[config.mk]
export PLATFORM = sky130hd
export DESIGN_NAME = core_bus_arbiter
export DESIGN_NICKNAME = d
export VERILOG_FILES = /design/src/rtl/core_bus_arbiter.sv
export SDC_FILE = /design/constraint.sdc
export NUM_CORES = 1
export LEC_CHECK = 0
export ABC_AREA = 1
export CORE_MARGIN = 2
export CORE_UTILIZATION = 30
export CTS_BUF_LIST = sky130_fd_sc_hd__clkbuf_4 sky130_fd_sc_hd__clkbuf_8
export DETAILED_ROUTE_END_ITERATION = 10
export DONT_BUFFER_PORTS = 1
export MAX_ROUTING_LAYER = met4
export PLACE_DENSITY_LB_ADDON = 0.08
export REMOVE_ABC_BUFFERS = 1
export SLEW_MARGIN = 30
export SYNTH_ARGS = -nofsm -noshare
export SYNTH_HDL_FRONTEND = slang
export SYNTH_SLANG_ARGS = --single-unit
[constraint.sdc]
create_clock -name clk -period 3.4 [get_ports clk]
set_input_delay 0.68 -clock clk [delete_from_list [all_inputs] [get_ports clk]]
set_output_delay 0.68 -clock clk [all_outputs]
set_load 0.02 [all_outputs]
[src/rtl/core_bus_arbiter.sv]
// core_bus_arbiter: shares the core memory bus between fetch and data ports
module core_bus_arbiter #(
  parameter int MAX_DATA_BURST = 4,
  parameter int TIMEOUT_CYCLES = 255
) (
  input  logic        clk,
  input  logic        rst_n,
  input  logic        instr_read_i,
  input  logic [31:0] instr_address_i,
  output logic        instr_response_o,
  output logic [31:0] instr_read_data_o,
  output logic        instr_error_o,
  input  logic        data_read_i,
  input  logic        data_write_i,
  input  logic [31:0] data_address_i,
  input  logic [31:0] data_write_data_i,
  input  logic        data_lock_i,
  output logic        data_response_o,
  output logic [31:0] data_read_data_o,
  output logic        data_error_o,
  output logic        mem_read_o,
  output logic        mem_write_o,
  output logic [31:0] mem_address_o,
  output logic [31:0] mem_write_data_o,
  input  logic [31:0] mem_read_data_i,
  input  logic        mem_response_i,
  output logic [1:0]  grant_o
);
  localparam int BW = $clog2(MAX_DATA_BURST + 1);
  localparam int TW = $clog2(TIMEOUT_CYCLES + 1) + 1;
  localparam logic [BW-1:0] BURST_MAX = BW'(MAX_DATA_BURST);
  localparam logic [TW-1:0] TMO_LAST = TW'(TIMEOUT_CYCLES == 0 ? 0 : TIMEOUT_CYCLES - 1);
  typedef enum logic [1:0] {IDLE, GRANT_INSTR, GRANT_DATA, LOCK_WAIT} state_e;
  state_e state_q, state_d;
  logic [BW-1:0] burst_q, burst_d;
  logic [TW-1:0] tmo_q, tmo_d;
  logic [31:0] addr_q, addr_d, wdata_q, wdata_d;
  logic we_q, we_d;
  logic data_req, fetch_force, in_grant, tmo_fire, done, go_data, go_instr;
  // arbitration decisions and completion/timeout detection for this cycle
  always_comb begin
    data_req = data_read_i | data_write_i;
    fetch_force = instr_read_i && (burst_q >= BURST_MAX);
    in_grant = (state_q == GRANT_INSTR) || (state_q == GRANT_DATA);
    tmo_fire = (TIMEOUT_CYCLES != 0) && in_grant && !mem_response_i && (tmo_q == TMO_LAST);
    done = in_grant && (mem_response_i || tmo_fire);
    go_data = ((state_q == IDLE) && data_req && !fetch_force) || ((state_q == LOCK_WAIT) && data_req);
    go_instr = (state_q == IDLE) && instr_read_i && !go_data;
  end
  // next state: grants first, then completion, then lock release
  always_comb begin
    state_d = state_q;
    if (go_data) state_d = GRANT_DATA;
    else if (go_instr) state_d = GRANT_INSTR;
    else if (done) state_d = (state_q == GRANT_DATA && data_lock_i && !tmo_fire) ? LOCK_WAIT : IDLE;
    else if (state_q == LOCK_WAIT && !data_lock_i) state_d = IDLE;
  end
  // captured transfer, starvation counter and timeout counter next values
  always_comb begin
    addr_d = go_data ? data_address_i : go_instr ? instr_address_i : addr_q;
    wdata_d = go_data ? data_write_data_i : go_instr ? 32'h0 : wdata_q;
    we_d = go_data ? data_write_i : go_instr ? 1'b0 : we_q;
    burst_d = (go_instr || (state_q == IDLE && !instr_read_i)) ? '0 :
              (go_data && instr_read_i && burst_q < BURST_MAX) ? burst_q + 1'b1 : burst_q;
    tmo_d = (go_data || go_instr) ? '0 : (in_grant && !mem_response_i) ? tmo_q + 1'b1 : tmo_q;
  end
  // state and datapath registers with synchronous active-low reset
  always_ff @(posedge clk) begin
    if (!rst_n) begin
      state_q <= IDLE;
      burst_q <= '0;
      tmo_q <= '0;
      addr_q <= '0;
      wdata_q <= '0;
      we_q <= 1'b0;
    end else begin
      state_q <= state_d;
      burst_q <= burst_d;
      tmo_q <= tmo_d;
      addr_q <= addr_d;
      wdata_q <= wdata_d;
      we_q <= we_d;
    end
  end
  // bus strobes from state, responses routed combinationally to the owner
  always_comb begin
    mem_read_o = in_grant && !we_q;
    mem_write_o = in_grant && we_q;
    mem_address_o = addr_q;
    mem_write_data_o = wdata_q;
    grant_o = (state_q == GRANT_INSTR) ? 2'b01 : (state_q == GRANT_DATA || state_q == LOCK_WAIT) ? 2'b10 : 2'b00;
    instr_response_o = done && (state_q == GRANT_INSTR);
    instr_error_o = tmo_fire && (state_q == GRANT_INSTR);
    instr_read_data_o = (state_q == GRANT_INSTR && mem_response_i) ? mem_read_data_i : 32'h0;
    data_response_o = done && (state_q == GRANT_DATA);
    data_error_o = tmo_fire && (state_q == GRANT_DATA);
    data_read_data_o = (state_q == GRANT_DATA && mem_response_i) ? mem_read_data_i : 32'h0;
  end
endmodule
== Word-level counts from Yosys, hierarchy flattened ==
Index checks and enable logic that the tools add are counted.
Cells by class
  add/sub/neg operators: 2
  order comparisons: 2
  equal/unequal tests: 4
  mux-type cells: 15
  bitwise logic cells: 2
  reduce and logical (&&, ||, !) cells: 43
Operators by type and width (number)
  two-way mux 32 bit: 6
  logical AND 1 bit: 23
  two-way mux 2 bit: 7
  adder 9 x 1 -> 9 bit (second input constant): 1
  == test 9 x 8 -> 1 bit (second input constant): 1
  logical NOT 1 bit: 7
  logical OR 1 bit: 6
  OR reduction 2 bit: 3
  == test 2 bit (second input constant): 2
  nonzero test 4 bit: 1
  adder 3 x 1 -> 3 bit (second input constant): 1
  greater-or-equal comparator 3 bit (second input constant): 1
  less-than comparator 3 bit (second input constant): 1
  nonzero test 3 bit: 1
  == test 2 x 1 -> 1 bit (second input constant): 1
  logical NOT 2 bit: 1
  two-way mux 1 bit: 2
  nonzero test 2 bit: 1
  NOT 1 bit: 1
  OR 1 bit: 1
Word-level totals
  bits in registers: 79
  output and inout bits: 136
  logic and storage cells: 75

== Longest topological paths before layout ==
Gate-level depths: netlist of run 1.
  word-level depth: 10
  depth in mapped cells: 12
  gate-level depth less buffers: 11

== Worst setup path after synthesis of run 1 ==
Ideal clock, no wire load.
  path type: register to output
  start point: register state_q[1]
  end point: output port instr_read_data_o[10]
  arrival: 1359 ps
  path slack: 1361 ps
  stages on the path, launching flop included: 6
  path buffers: 1
  cell sequence: dfxtp_1 inv_1 ha_1 nand2_1 clkbuf_1 nor2_1
Between the ends
  longest elaborated chain between the ends: 3
Ends and longest elaborated chain
  start, declared: RTL line 34  | state_e state_q, state_d;
  start signal, assigned: RTL line 77  | state_q <= state_d;
  == test 2 x 1 -> 1 bit: RTL line 94  | instr_read_data_o = (state_q == GRANT_INSTR && mem_response_i) ? mem_read_data_i : 32'h0;
  logical AND 1 bit: RTL line 94
  two-way mux 32 bit: RTL line 94
  end, declared: RTL line 11  | output logic [31:0] instr_read_data_o,
No other way between the ends.

== Worst setup path in the final report of run 1 ==
  start point: register state_q[1]
  end point: output port instr_read_data_o[30]
Same word-level chain as after synthesis.

==> run summary, run 1 <==
Vias in the first global route -> 3369
Seq pwr share -> 0.481
Global-route usage over all layers -> 0.1596
Sw frac -> 0.3416
Combinational power share -> 0.166
Power Density -> 590.9 nW/um^2
Die Y -> 118.1 um
NumNets Final -> 726
Hold path depth -> 2
Top cells by area, synth -> dfxtp_1 (41%), nand2_1 (22%), nor2_1 (8.5%)
Post-DP HPWL -> 7790 um
Num ports -> 271
Antenna Cells -> 0
Register area share after synthesis -> 0.4051
Worst setup path class -> flip-flop to output pin
Clk pwr share -> 0.353
Worst Setup Slack, final -> 0.7279 ns
Hold Crit Class -> input port to flip-flop
Type of origin of the critical path -> flip-flop
Final Setup Violations -> 0
Yosys Warn Count -> 0
CTS clk-pin slew, worst paths -> 0.09 ns
Routed via count -> 3536
Worst-case clock buffer depth -> 2
Yosys top cell by area -> dfxtp_1
Period utilization -> 0.7859
Leak -> 2.104 nW
FMAX -> 0.3742 GHz
Synthesized area -> 3904 sq um
DRC Markers -> 0
Post-Synth Simple-Gate Area -> 0.4022
Most frequent cell after synthesis -> nand2_1
Main combinational cell family by area after synthesis -> simple AND/OR/NAND/NOR gates
Average instance area after synthesis -> 6.506 sq um
Core area -> 12670 sq um
Post-CTS Setup Repair Bufs -> 0
Filler cells -> 1398
Hold EP -> mem_address_o[4]
Layout Skew -> 0.007427 ns
Xor/xnor cell area share of the yosys netlist -> 0.01122
DRT iter0 DRCs -> 160
Synth Instances -> 600
Complex-gate fraction of the synthesized area -> 0.04231
Worst-skew pair later-pin latency -> 0.36 ns
Clock sinks -> 79
Placed cell count -> 745
Critical Path AT -> 1.99 ns
Period minus WS final -> 2.672 ns
Dominant synthesized flop cell -> dfxtp_1
Row count -> 41
# resized after CTS -> 0
Hold buffer count at CTS -> 0
RSZ-0062 raised after global routing -> false
Layout cells sized above 1 -> 0.06282
Maximum VDD drop -> 394.7 uV
Reg2Reg Setup Slack -> 1.34 ns
GR Overflow Total -> 0
Total net switching power -> 0.0008454 W
Min-delay src -> rst_n
Largest net degree at the start of global routing -> 58
Synth Area in Adders -> 0.02244
R2r startpoint -> state_q[0]
Inserted Clock Buffers -> 9
Share of the synthesized area in the top cell type -> 0.4051
Die W -> 118.1 um
Initial antenna violation count -> 0
Req. time, crit path -> 2.72 ns
Antenna-violating nets left -> 0
Final TNS setup -> 0 ns
GPL Wtd Cong -> 0.7678
Status -> complete, no violations
DR WL/cell -> 14.12 um
Synthesis-stage register bit count -> 79
Die area -> 13940 sq um
EDFF count, synth -> 0
Initial Utilization -> 0.3081
Root buffer cell -> clkbuf_8
Synth cell count leaders -> nand2_1 (231), nor2_1 (88), dfxtp_1 (79)
Slew headroom -> 0.4893
Worst-path maximum fanout -> 32
CP Capture Type -> output pin
R2R cell count -> 11
Count of cell types in the netlist -> 32
Depth of the CTS H-tree -> 3
Worst Tran Pin Value -> 0.7661 ns
Post-DR vias/cell -> 4.647
Synth-to-layout area growth -> 7.276%
Routed WL -> 10750 um
Dpl ws -> 0.7849 ns
Pins Over Slew Limit -> 0
Worst r2r dst -> tmo_q[7]
Final Hold Vio Count -> 0
Finished Layout Cells -> 761
Fraction of registers with async set/reset -> 0
Max-Cap Viols -> 0
Pint -> 0.001629 W
CTS tree -> done
DRT Pass-1 Iters -> 4
Mux share of post-synthesis cell area -> 0
First-pass GRT wire length -> 17220 um
PortBufs -> 0
## how the worst max path moves through the flow
| stage | start | end | slack [ns] | cells past startpoint |
|---|---|---|---|---|
| 6_report | state_q[1] | instr_read_data_o[30] | 0.73 | 4 |
| 5_1_grt | state_q[1] | instr_read_data_o[5] | 0.56 | 4 |
| 4_1_cts | state_q[1] | instr_read_data_o[30] | 0.36 | 4 |
| 3_5_place_dp | state_q[1] | instr_read_data_o[30] | 0.78 | 4 |
| 3_3_place_gp | state_q[1] | instr_read_data_o[20] | 0.85 | 4 |
| 2_1_floorplan | state_q[1] | instr_read_data_o[0] | 1.10 | 4 |
## power groups by stage
stage               combinational, W  clock [W]  sequential (W)
floorplan                   0.000325          0         0.00119
global placement            0.000410          0         0.00122
detailed placement          0.000416          0         0.00121
CTS                         0.000417   0.000915         0.00119
global route                0.000475   0.000948         0.00120
finish                      0.000410   0.000874         0.00119
## kinds of logic (layout without fill, tap and decap cells)
family | count (synthesis) | count (layout)
AOI/OAI and AO/OA | 30 | 30
xor gates and xnor gates | 5 | 5
adders and majority gates | 7 | 7
buffers and inverters | 96 | 85
DFF | 79 | 79
and+or+nand+nor | 383 | 383
## critical path, cell delays in order (launching register included)
cell     delay, ns
dfxtp_1       0.33
inv_1         0.10
ha_1          0.36
nand2_2       0.39
nor2_1        0.44
## flip-flops by register name, summed over array words and instances, names as in the netlist
name              flops
burst_q               3
tmo_q                 9
we_q                  1
mem_address_o        32
mem_write_data_o     32
state_q               2
## stage by stage
| stage | cell area, sq um | total power (W) | hold WS (ns) | util |
|---|---|---|---|---|
| floorplan | 3706 | 0.001514 | 0.4407 | - |
| CTS | 4183 | 0.002524 | 0.3858 | 0.3301 |
| detailed placement | 3936 | 0.001629 | 0.4720 | 0.3107 |
| global route | 4188 | 0.002624 | 0.3992 | 0.3305 |
| finish | 4188 | 0.002475 | 0.4304 | 0.3305 |
| global placement | 3936 | 0.001627 | 0.4533 | 0.3107 |
## metal layers
| metal | track usage | vias to the layer above | part of all wire |
|---|---|---|---|
| met5 | - | - | 0 |
| met3 | 0.04797 | 23 | 0.078 |
| met1 | 0.1815 | 1553 | 0.41 |
| met2 | 0.2576 | 177 | 0.48 |
| li1 | - | 1783 | - |
| met4 | 0.07380 | 0 | 0.029 |
## placed cells by master, fill, tap and decap left out
cell | Yosys | routed
a21boi_0 | 1 | 1
a21oi_1 | 19 | 19
a21oi_2 | 1 | 1
buf_4 | 2 | 2
bufinv_16 | 0 | 3
clkbuf_4 | 0 | 1
clkbuf_8 | 0 | 9
clkinv_2 | 1 | 1
clkinvlp_4 | 0 | 1
dfxtp_1 | 79 | 79
ha_1 | 7 | 7
inv_1 | 64 | 64
inv_4 | 2 | 2
inv_6 | 0 | 2
nand2_1 | 231 | 229
nand2_2 | 3 | 5
nand2_4 | 2 | 2
nand3_1 | 47 | 47
nand4_1 | 4 | 4
nor2_1 | 88 | 88
nor2_2 | 2 | 2
nor2_4 | 1 | 1
nor2_8 | 1 | 1
nor3_1 | 1 | 1
nor3_2 | 1 | 1
o211ai_1 | 1 | 1
o21ai_0 | 1 | 1
o21ai_1 | 5 | 5
o21ai_2 | 1 | 1
o21bai_1 | 1 | 1
or2_2 | 2 | 2
xnor2_1 | 2 | 2
xor2_1 | 3 | 3
## final cells by class
| cell class | count | area [sq um] | area share |
|---|---|---|---|
| Clock buffer | 10 | 131.4 | 0.03137 |
| Clock inverter | 6 | 115.1 | 0.02749 |
| Inverter | 67 | 257.7 | 0.06155 |
| Multi-Input combinational cell | 425 | 1872 | 0.4470 |
| Sequential cell | 79 | 1582 | 0.3777 |
| Tap cell | 172 | 215.2 | 0.05139 |
| Timing Repair Buffer | 2 | 15.01 | 0.003585 |
(Power assumes the default switching activity.)
==> run 2: changes to the inputs <==
==> constraint.sdc (replaced) <==
create_clock -name clk -period 2.69 [get_ports clk]
set_input_delay 0.538 -clock clk [delete_from_list [all_inputs] [get_ports clk]]
set_output_delay 0.538 -clock clk [all_outputs]
set_load 0.02 [all_outputs]
==> run 2 against run 1 <==
Critical path depth rose by 2. Sequential power rose by 26%. Clock power rose by 16%.
==> run summary, run 2 (synthesis gave the netlist of run 1 again) <==
Die Y -> 118.1 um
Core area -> 12670 sq um
CTS clk-pin slew, worst paths -> 0.08 ns
Register area -> 1582 sq um
Worst-skew pair later-pin latency -> 0.36 ns
CP Capture Type -> output pin
Worst-case clock buffer depth -> 2
R2R cell count -> 8
Req. time, crit path -> 2.15 ns
Clock sinks -> 79
Placed cell count -> 781
Antenna-violating nets left -> 0
Post-DR vias/cell -> 4.507
DR WL/cell -> 13.59 um
Final Setup Violations -> 0
Crit-path max cell delay -> 0.38 ns
Placed instance area -> 4219 sq um
First-pass GRT wire length -> 16980 um
Leak -> 2.293 nW
Depth of the CTS H-tree -> 3
Multi-input logic area -> 1867 sq um
Vias in the first global route -> 3353
FMAX -> 0.4220 GHz
R2r startpoint -> state_q[0]
PortBufs -> 0
Most common cell on crit path -> inv_1
Hold path depth -> 2
Final TNS setup -> 0 ns
Reg2Reg Setup Slack -> 0.80 ns
Initial Utilization -> 0.3081
CP Buf/Inv Count -> 2
Post-CTS Setup Repair Bufs -> 0
Max-Cap Viols -> 0
GR Overflow Total -> 0
DRT iter0 DRCs -> 119
Post-DP HPWL -> 8111 um
Status -> complete, no violations
Period minus WS final -> 2.370 ns
Die area -> 13940 sq um
Type of origin of the critical path -> flip-flop
DRT Pass-1 Iters -> 4
Finished Layout Cells -> 797
Layout Skew -> 0.01578 ns
Critical Path AT -> 1.83 ns
GPL Wtd Cong -> 0.7521
Worst setup path class -> flip-flop to output pin
# resized after CTS -> 0
Row count -> 41
Largest net degree at the start of global routing -> 58
Power Density -> 685.8 nW/um^2
Slew headroom -> 0.6579
Min-delay src -> rst_n
NumNets Final -> 762
Most frequent cells in the layout -> nand2_1 (231), nor2_1 (88), dfxtp_1 (79)
Routed WL -> 10830 um
Pins Over Slew Limit -> 0
Root buffer cell -> clkbuf_8
Crit-path slowest cell -> dfxtp_1
CTS tree -> done
CP top delay family -> simple AND/OR/NAND/NOR gates
Inserted Clock Buffers -> 9
Worst-path maximum fanout -> 4
Most common cell after layout, fill and taps aside -> nand2_1
RSZ-0062 raised after global routing -> false
Worst Tran Pin Value -> 0.5148 ns
DRC Markers -> 0
Initial antenna violation count -> 0
Period utilization -> 0.8810
Filler cells -> 1367
Num ports -> 271
Global-route usage over all layers -> 0.1572
CP Cell Sequence -> inv_1 > ha_1 > inv_1 > nor2_2 > nand2_1 > nor2_1
Hold buffer count at CTS -> 0
Hold EP -> mem_address_o[27]
Worst r2r dst -> mem_address_o[25]
Hold Crit Class -> input port to flip-flop
Layout cells sized above 1 -> 0.1136
Maximum VDD drop -> 234.4 uV
Design Power -> 0.003051 W
Die W -> 118.1 um
Post-route cell area -> 4449 sq um
Final Hold Vio Count -> 0
Synth-to-layout area growth -> 13.97%
Antenna Cells -> 0
Routed via count -> 3592
-- run 2: cell count changes in the layout (fill, tap and decap cells not counted), sizes merged --
cell / previous run / this run
buf: 2 / 38
bufinv: 3 / 2
clkinv: 1 / 3
inv: 68 / 67
-- run 2: report_power, final --
| part | internal (W) | leakage, nW | total (W) | switching (W) |
|---|---|---|---|---|
| sequential | 0.00129 | 0.650 | 0.00150 | 0.000217 |
| clock | 0.000554 | 0.114 | 0.00101 | 0.000459 |
| combinational | 0.000157 | 1.53 | 0.000535 | 0.000378 |
-- run 2: stage by stage --
stage | util | hold slack, ns | setup WS (ns)
CTS | 0.3511 | 0.2460 | 0.2761
global route | 0.3511 | 0.2635 | 0.1406
finish | 0.3511 | 0.2912 | 0.3202
global placement | 0.3330 | 0.4581 | 0.7340
floorplan | - | 0.4407 | 0.5317
detailed placement | 0.3330 | 0.4703 | 0.6974
-- run 2: worst max path at each step --
stage                           from              endpoint  slack (ns)  depth (start not counted)
after floorplan           state_q[1]  instr_read_data_o[0]        0.53                          4
after global placement    state_q[0]          data_error_o        0.73                          6
after detailed placement  state_q[0]          data_error_o        0.70                          6
after CTS                 state_q[0]          data_error_o        0.28                          6
after global routing      state_q[0]          data_error_o        0.14                          6
final                     state_q[0]          data_error_o        0.32                          6
-- run 2: final cells by class --
class | instances | share of cell area
clock buffers | 10 | 0.03093
clock inverters | 6 | 0.02081
inverters | 67 | 0.05793
multi-input cells | 425 | 0.4196
flip-flops and latches | 79 | 0.3555
well taps | 172 | 0.04837
repair buffers | 38 | 0.06693
-- run 2: routing by layer --
layer / wire length [um] / vias to the layer above / global-route usage / part of all wire
met5: 0 / - / - / 0
met4: 252 / 0 / 0.06928 / 0.023
li1: - / 1850 / - / -
met2: 5291 / 164 / 0.2637 / 0.49
met1: 4339 / 1561 / 0.1661 / 0.40
met3: 946 / 17 / 0.05669 / 0.087
-- run 2: worst reg2reg max path, delay by kind of cell (launching register included) --
family          cells  cell delay (ns)
flops               1             0.38
fa+ha+maj           1             0.25
compound gates      2             0.40
simple gates        2             0.23
buf+inv             3             0.51
==> run 3: changes to the inputs <==
--- a/config.mk
+++ b/config.mk
@@ -6,6 +6,8 @@
 export NUM_CORES = 1
 export LEC_CHECK = 0
 export ABC_AREA = 1
+export CELL_PAD_IN_SITES_DETAIL_PLACEMENT = 1
+export CELL_PAD_IN_SITES_GLOBAL_PLACEMENT = 1
 export CORE_MARGIN = 2
 export CORE_UTILIZATION = 30
 export CTS_BUF_LIST = sky130_fd_sc_hd__clkbuf_4 sky130_fd_sc_hd__clkbuf_8
==> run 3 against run 2 <==
Combinational power grew 3.7%. Clock skew shrank 0.0045 ns. Flip-flop and latch count is the same. Worst setup slack gained 0.0049 ns. Utilization shrank 0.32 points. First-iteration DRC count shrank 2.5%. Power shrank 5.8%. Global-route usage grew 2.5 points.
==> run summary, run 3 (synthesis gave the netlist of run 1 again) <==
CTS clk-pin slew, worst paths -> 0.09 ns
Crit-path slowest cell -> dfxtp_1
Post-CTS Setup Repair Bufs -> 0
CP Cell Sequence -> inv_1 > ha_1 > inv_1 > nor2_2 > nand2_1 > nor2_1
DR WL/cell -> 15.66 um
Worst-case clock buffer depth -> 2
Hold buffer count at CTS -> 0
Most common cell after layout, fill and taps aside -> nand2_1
Maximum VDD drop -> 199.5 uV
Depth of the CTS H-tree -> 3
Worst-path maximum fanout -> 4
Core area -> 12670 sq um
Inserted Clock Buffers -> 9
Final Setup Violations -> 0
Synth-to-layout area growth -> 12.95%
Critical Path AT -> 1.83 ns
Power Density -> 651.8 nW/um^2
Req. time, crit path -> 2.15 ns
Root buffer cell -> clkbuf_8
Most common cell on crit path -> inv_1
Routed WL -> 12510 um
CP Capture Type -> output pin
Layout cells sized above 1 -> 0.1164
Worst Tran Pin Value -> 0.5106 ns
Filler cells -> 1647
Worst r2r dst -> mem_address_o[10]
Hold path depth -> 2
Pins Over Slew Limit -> 0
NumNets Final -> 764
Row count -> 41
Post-DR vias/cell -> 4.658
Routed via count -> 3722
Period minus WS final -> 2.365 ns
R2r startpoint -> state_q[0]
Antenna-violating nets left -> 0
R2R cell count -> 10
Largest net degree at the start of global routing -> 58
Reg2Reg Setup Slack -> 0.74 ns
Most frequent cells in the layout -> nand2_1 (231), nor2_1 (88), dfxtp_1 (79)
Worst Setup Slack, final -> 0.3251 ns
Layout Skew -> 0.01124 ns
# resized after CTS -> 0
DRT Pass-1 Iters -> 4
Die Y -> 118.1 um
RSZ-0062 raised after global routing -> false
Hold EP -> mem_address_o[10]
Status -> complete, no violations
Num ports -> 271
Leak -> 2.280 nW
Min-delay src -> rst_n
Die W -> 118.1 um
Finished Layout Cells -> 799
Clock sinks -> 79
GPL Wtd Cong -> 0.7539
First-pass GRT wire length -> 19690 um
PortBufs -> 0
Placed cell count -> 783
Hold Crit Class -> input port to flip-flop
Antenna Cells -> 0
Post-DP HPWL -> 9523 um
Crit-path max cell delay -> 0.37 ns
GR Overflow Total -> 0
Global-route usage over all layers -> 0.1818
Max-Cap Viols -> 0
DRT iter0 DRCs -> 116
Type of origin of the critical path -> flip-flop
Initial Utilization -> 0.3081
Slew headroom -> 0.6607
Worst setup path class -> flip-flop to output pin
Vias in the first global route -> 3742
Die area -> 13940 sq um
Final TNS setup -> 0 ns
FMAX -> 0.4228 GHz
CTS tree -> done
Initial antenna violation count -> 0
DRC Markers -> 0
Period utilization -> 0.8792
Dpl ws -> 0.6717 ns
Worst-skew pair later-pin latency -> 0.35 ns
Final Hold Vio Count -> 0
==> run 3: changes by cell type in the layout (fill, tap and decap cells not counted), sizes merged <==
| cell | delta |
|---|---|
| buf | +2 |
| clkinv | +1 |
| inv | +1 |
| bufinv | -2 |
==> run 3: worst max-delay path, delay by kind of cell (launching register included) <==
family                   cells  cell delay, ns
buffers and inverters        2            0.16
flip-flops                   1            0.37
AND/OR/NAND/NOR              3            0.62
adder cells (fa/ha/maj)      1            0.33
==> run 3: metrics by stage <==
stage            util  hold slack, ns  power (W)  area, sq um
2_1_floorplan       -          0.4407   0.001913         3706
3_3_place_gp   0.3342          0.4578   0.002085         4234
3_5_place_dp   0.3342          0.4689   0.002107         4234
4_1_cts        0.3480          0.2678   0.002945         4409
5_1_grt        0.3480          0.2725   0.003077         4409
6_report       0.3480          0.3003   0.002874         4409
==> run 3: report_power, final <==
| group | switching (W) | leakage, nW | internal, W |
|---|---|---|---|
| clock network | 0.000460 | 0.0905 | 0.000351 |
| registers | 0.000222 | 0.650 | 0.00129 |
| logic | 0.000395 | 1.54 | 0.000159 |
| total | 0.00108 | 2.28 | 0.00180 |
==> run 3: final cells by class <==
cell class	count	area [sq um]	area share
clock buffers	10	131.4	0.02980
multi-input cells	425	1867	0.4234
flip-flops and latches	79	1582	0.3587
inverters	67	257.7	0.05846
well taps	172	215.2	0.04881
clock inverters	6	43.79	0.009932
repair buffers	40	312.8	0.07094
==> run 3: metal layers <==
layer,part of all wire,vias up,GRT usage
met4,0.0092,0,0.04895
met3,0.072,6,0.05620
met1,0.41,1701,0.2019
li1,-,1853,-
met5,0,-,-
met2,0.51,162,0.3147
==> run 3: worst max-delay path by stage <==
stage / from / endpoint / slack, ns / cells after the start
global placement: state_q[0] / data_error_o / 0.71 / 6
floorplan: state_q[1] / instr_read_data_o[0] / 0.53 / 4
detailed placement: state_q[1] / data_error_o / 0.67 / 6
global route: state_q[1] / data_error_o / 0.15 / 6
finish: state_q[1] / data_error_o / 0.33 / 6
CTS: state_q[1] / data_error_o / 0.27 / 6
